`config.mk`:
```
export PLATFORM = sky130hd
export DESIGN_NAME = cfs_md_rx_ctrl
export DESIGN_NICKNAME = d
export VERILOG_FILES = /design/src/rtl/cfs_md_rx_ctrl.sv
export SDC_FILE = /design/constraint.sdc
export NUM_CORES = 1
export LEC_CHECK = 0
export BUFFER_PORTS_ARGS = -buffer_cell sky130_fd_sc_hd__buf_2
export CORE_UTILIZATION = 29
export CTS_BUF_LIST = sky130_fd_sc_hd__clkbuf_2
export CTS_CLUSTER_DIAMETER = 120
export DETAILED_ROUTE_END_ITERATION = 6
export PLACE_DENSITY = 0.54
export SLEW_MARGIN = 20
export SYNTH_ARGS = -nofsm -noshare
export SYNTH_HDL_FRONTEND = slang
export SYNTH_SLANG_ARGS = --single-unit
```
`constraint.sdc`:
```
create_clock -name clk -period 6.2 [get_ports clk]
set_clock_uncertainty 0.1 [all_clocks]
set_input_delay 0.31 -clock clk [delete_from_list [all_inputs] [get_ports clk]]
set_output_delay 0.31 -clock clk [all_outputs]
set_load 0.02 [all_outputs]
```
`src/rtl/cfs_md_rx_ctrl.sv`:
```
`default_nettype none
// ============================================================================
// Module   : cfs_md_rx_ctrl
// Brief    : MD slave controller that checks legality, acknowledges transfers
//            and buffers legal ones in a show-ahead FIFO with a pop port.
//            Optional macro CFS_MD_RX_ERR_CNT_EN adds a saturating err_cnt.
// Revision : 1.0 - initial release
// ============================================================================
module cfs_md_rx_ctrl #(
    parameter int  DATA_WIDTH   = 32,
    parameter int  FIFO_DEPTH   = 8,
    localparam int BYTES        = DATA_WIDTH / 8,
    localparam int OFFSET_WIDTH = ($clog2(BYTES) >= 1) ? $clog2(BYTES) : 1,
    localparam int SIZE_WIDTH   = $clog2(BYTES) + 1,
    localparam int LVL_WIDTH    = $clog2(FIFO_DEPTH) + 1
) (
    input  logic                    clk,
    input  logic                    reset,
    input  logic                    md_valid,
    input  logic [DATA_WIDTH-1:0]   md_data,
    input  logic [OFFSET_WIDTH-1:0] md_offset,
    input  logic [SIZE_WIDTH-1:0]   md_size,
    output logic                    md_ready,
    output logic                    md_err,
    output logic                    pop_valid,
    output logic [DATA_WIDTH-1:0]   pop_data,
    output logic [OFFSET_WIDTH-1:0] pop_offset,
    output logic [SIZE_WIDTH-1:0]   pop_size,
    input  logic                    pop_ready,
`ifdef CFS_MD_RX_ERR_CNT_EN
    output logic [15:0]             err_cnt,
`endif
    output logic [LVL_WIDTH-1:0]    fifo_level
);

    localparam int PTR_WIDTH   = $clog2(FIFO_DEPTH);
    localparam int SUM_WIDTH   = SIZE_WIDTH + 1;
    localparam int ENTRY_WIDTH = DATA_WIDTH + OFFSET_WIDTH + SIZE_WIDTH;

    typedef enum logic [0:0] {
        IDLE = 1'b0,
        RESP = 1'b1
    } state_t;

    state_t                 state_q;
    logic                   md_ready_q;
    logic                   md_err_q;
    logic [PTR_WIDTH-1:0]   wr_ptr_q;
    logic [PTR_WIDTH-1:0]   rd_ptr_q;
    logic [LVL_WIDTH-1:0]   level_q;
    logic [LVL_WIDTH-1:0]   level_d;
    logic [ENTRY_WIDTH-1:0] mem_q [FIFO_DEPTH];

    logic [SUM_WIDTH-1:0]   w_sum;
    logic                   w_illegal;
    logic                   w_full;
    logic                   w_push;
    logic                   w_pop;

    // One extra bit on the sum so offset+size can never wrap below BYTES.
    assign w_sum     = SUM_WIDTH'(md_offset) + SUM_WIDTH'(md_size);
    assign w_illegal = (md_size == '0) || (w_sum > SUM_WIDTH'(BYTES));
    assign w_full    = (level_q == LVL_WIDTH'(FIFO_DEPTH));
    assign w_push    = (state_q == RESP) && !md_err_q;
    assign w_pop     = (level_q != '0) && pop_ready;

    always_ff @(posedge clk or posedge reset) begin
        if (reset) begin
            state_q    <= IDLE;
            md_ready_q <= 1'b0;
            md_err_q   <= 1'b0;
        end else begin
            case (state_q)
                IDLE: begin
                    // Illegal transfers never need space, so they bypass backpressure.
                    if (md_valid && (w_illegal || !w_full)) begin
                        state_q    <= RESP;
                        md_ready_q <= 1'b1;
                        md_err_q   <= w_illegal;
                    end
                end
                RESP: begin
                    state_q    <= IDLE;
                    md_ready_q <= 1'b0;
                    md_err_q   <= 1'b0;
                end
                default: begin
                    state_q    <= IDLE;
                    md_ready_q <= 1'b0;
                    md_err_q   <= 1'b0;
                end
            endcase
        end
    end

    always_comb begin
        level_d = level_q;
        case ({w_push, w_pop})
            2'b10:   level_d = level_q + LVL_WIDTH'(1);
            2'b01:   level_d = level_q - LVL_WIDTH'(1);
            default: level_d = level_q;
        endcase
    end

    always_ff @(posedge clk or posedge reset) begin
        if (reset) begin
            wr_ptr_q <= '0;
            rd_ptr_q <= '0;
            level_q  <= '0;
        end else begin
            level_q <= level_d;
            if (w_push) begin
                wr_ptr_q <= wr_ptr_q + PTR_WIDTH'(1);
            end
            if (w_pop) begin
                rd_ptr_q <= rd_ptr_q + PTR_WIDTH'(1);
            end
        end
    end

    // Inputs are held stable by upstream through the RESP cycle, so they are
    // written directly without an intermediate capture register.
    always_ff @(posedge clk) begin
        if (w_push) begin
            mem_q[wr_ptr_q] <= {md_data, md_offset, md_size};
        end
    end

    assign {pop_data, pop_offset, pop_size} = mem_q[rd_ptr_q];
    assign pop_valid  = (level_q != '0);
    assign fifo_level = level_q;
    assign md_ready   = md_ready_q;
    assign md_err     = md_err_q;

`ifdef CFS_MD_RX_ERR_CNT_EN
    logic [15:0] err_cnt_q;

    always_ff @(posedge clk or posedge reset) begin
        if (reset) begin
            err_cnt_q <= '0;
        end else if ((state_q == RESP) && md_err_q && (err_cnt_q != 16'hFFFF)) begin
            err_cnt_q <= err_cnt_q + 16'd1;
        end
    end

    assign err_cnt = err_cnt_q;
`endif

endmodule
`default_nettype wire

```
==> impl_metrics.csv <==
group,metric,value,unit
final_layout,nets,754,
clock_tree,cts_buffers,77,
die,chipWidth,204,microns
timing,fmax,246,MHz
global_route,grt_pass1_vias,6464,
setup_path,path_class,"flop to output pin",
final_layout,syn_to_final_growth,19.3,%
logic_synthesis,yosys.area.top_type,"edfxtp_1",
die,core_area,40100,sq um
setup_path,crit_fanout,47,
final_layout,fillers,3745,
clock_tree,cts_sinks,309,
global_route,grt_pass1_wl,38.5,mm
routing,vias_per_cell,4.51,
timing,rsz0062_at_grt,"no",
clock_tree,htreeDepth,3,
logic_synthesis,synth_area,11900,sq um
logic_synthesis,synthXorXnorAreaFrac,0.516,%
clock_tree,clk_latency,0.86,ns
routing,drc,0,
setup_path,crit_path_start_kind,"flop",
logic_synthesis,synth_top_family_by_area,"multiplexers",
timing,tns,0,ns
final_layout,drive_gt1_share,43.8,%
routing,drt-total-wl,25.6,mm
logic_synthesis,avgSynthCellArea,23.5,sq um
place,port_buffers,84,
logic_synthesis,ys_warn_count,0,
logic_synthesis,yosysSeqAreaShare,77.6,%
global_route,grt_usage,12.7,%
global_route,grt_overflow,0,
logic_synthesis,synth-main-ff-cell,"edfxtp_1",
logic_synthesis,synth.area.top_cells,"edfxtp_1 (75%), mux4_2 (14%), mux2_2 (3.6%)",
pwr,ir_worst_vdd,0.000235,V
clock_tree,postCtsSetupRepairBufs,0,
clock_tree,cts_tree,"done",
worst_hold_path,min_path_type,"input pin to flop",
place,gp_congestion,0.685,
timing,setup_viol,0,
die,die_area,41800,sq um
routing,vias,5799,
logic_synthesis,synth_seq_cells,309,
routing,ant_nets,0,
global_route,grt_max_degree,77,
logic_synthesis,syn-num-nets,555,
logic_synthesis,synthAdderAreaFrac,1.07,%
timing,maxSlewViolCount,0,
logic_synthesis,synth_top_area_share,74.8,%
timing,finalCritPeriodShare,65.6,%
logic_synthesis,synthArstFlopShare,4.21,%
place,dp_hpwl,13.7,mm
logic_synthesis,synth-simple-area-share,1.22,%
clock_tree,clockBufferDepth,3,
pwr,p_per_area,424,nW/um^2
global_route,antenna_found_initial,3,
timing,worstMarginPinSlew,1.01,ns
clock_tree,root_buffer,"clkbuf_2",
timing,min_period,4.07,ns
die,pin_count,85,
job,maxCapViolations,0,
logic_synthesis,syn_inst,505,
die,die_y,204,microns
die,start_util,29.6,%
routing,drt_pass1_iterations,4,
logic_synthesis,synth_edf_count,296,
logic_synthesis,muxShareOfSynthArea,17.8,%
setup_path,cp-end-kind,"output pin",
routing,drt-initial-drc-count,300,
setup_path,crit_arrival,3.66,ns
logic_synthesis,synth_compound_area_share,0.516,%
die,core.rowCount,73,
place,placed_area,13000,sq um
routing,post_drt_wl_per_cell,19.9,microns
timing,slew_headroom,32.7,%
pwr,leakagePower,4.76,nW
logic_synthesis,synth_cell_types,28,
setup_path,cp.required,5.79,ns
final_layout,fin_area,14200,sq um
outcome,status,"finished clean",
timing,hold_viol,0,
clock_tree,cts.clk_slew.worst_paths,0.10,ns
-- sequential cells by signal, summed over array words and instances (netlist names) --
signal,flops
wr_ptr_q,3
rd_ptr_q,3
state_q,1
fifo_level,4
md_err,1
md_ready,1
mem_q,296
-- synthesized netlist by cell type, types with 4 or more instances --
master and count:
edfxtp_1 296, mux4_2 74, buf_2 8, inv_1 6, nor2_1 8, buf_6 6
clkbuf_1 6, mux2_2 38, xnor2_1 4, ha_1 7, nand2_1 7, dfrtp_1 13
nor3_1 5, nand2b_1 5
-- worst paths after layout --
kind / from / end / slack, ns / depth (start not counted)
worst max register to register: md_err / mem_q[0][8] / 3.19 / 4
worst max-delay path: rd_ptr_q[0] / pop_data[28] / 2.13 / 4
min in group asynchronous: reset / md_err / 0.44 / 4
max in group asynchronous: reset / rd_ptr_q[0] / 5.15 / 4
worst min-delay path: md_data[30] / mem_q[3][35] / 0.15 / 2
worst min register to register: state_q / md_ready / 0.37 / 1
-- logic make-up (layout without fill, tap and decap cells) --
| logic type | after synthesis | after routing |
|---|---|---|
| xor+xnor | 7 | 7 |
| other cells | 0 | 3 |
| buf+inv | 26 | 279 |
| simple gates | 30 | 30 |
| compound gates | 10 | 10 |
| mux | 114 | 114 |
| fa+ha+maj | 9 | 9 |
| flops | 309 | 309 |
-- metrics by stage --
step	setup WS [ns]	hold slack (ns)	util, %	cells	total power [W]
after floorplan	2.13	0.0870	-	505	0.00407
after global placement	2.90	0.256	32.3	1105	0.00463
after detailed placement	2.84	0.271	32.3	1105	0.00469
after CTS	1.87	0.0374	35.2	1281	0.00611
after global routing	1.77	0.0635	35.3	1285	0.00634
final	2.13	0.151	35.3	1286	0.00600
-- worst max-delay path, stage by stage (launching register included) --
cell     delay, ns
dfrtp_4       1.04
buf_4         0.67
mux4_2        0.58
mux2_2        0.32
buf_2         0.17
-- routing by layer --
metal | up-vias | wire [microns] | global-route usage [%]
met5 | - | 13 | 0
met1 | 3017 | 11100 | 15.9
met3 | 39 | 1680 | 4.16
met2 | 174 | 12400 | 20.3
li1 | 2567 | - | -
met4 | 2 | 419 | 4.77
-- final cells by class --
class	instances	area, sq um	share of cell area, %
repair buffers	140	973	6.87
multi-input cells	170	2570	18.1
diodes	3	7.51	0.0530
clock buffers	102	510	3.60
well taps	525	657	4.64
clock inverters	31	205	1.45
inverters	6	22.5	0.159
flip-flops and latches	309	9220	65.1
-- where the power goes --
part           internal (W)  leakage, nW  switching, W  total (W)
clock network      0.000575        0.520      0.000795    0.00137
registers           0.00250         2.83      0.000201    0.00270
logic              0.000911         1.42       0.00102    0.00193
-- cells in the final DEF (no fill, tap or decap), types with 2 or more instances in the layout --
cell type / n
a211oi_1: 2
a21oi_1: 3
buf_12: 2
buf_2: 84
buf_4: 11
bufinv_16: 3
clkbuf_2: 102
clkinv_1: 21
clkinv_2: 2
clkinvlp_4: 2
dfrtp_1: 10
dfrtp_4: 2
diode_2: 3
dlygate4sd3_1: 43
edfxtp_1: 296
fa_1: 2
ha_1: 7
inv_1: 6
inv_2: 3
mux2_2: 38
mux4_2: 74
nand2_1: 7
nand2b_1: 5
nand3_1: 2
nor2_1: 2
nor2_4: 6
nor3_1: 3
nor3_2: 2
o22ai_1: 2
xnor2_1: 4
xor2_1: 3
-- repair_timing --
item                      4_1_cts  5_1_grt
hold endpoints to repair      318        0
hold buffers                   43        0
gates resized for setup         0        0
Power figures use the tool's default switching activity.
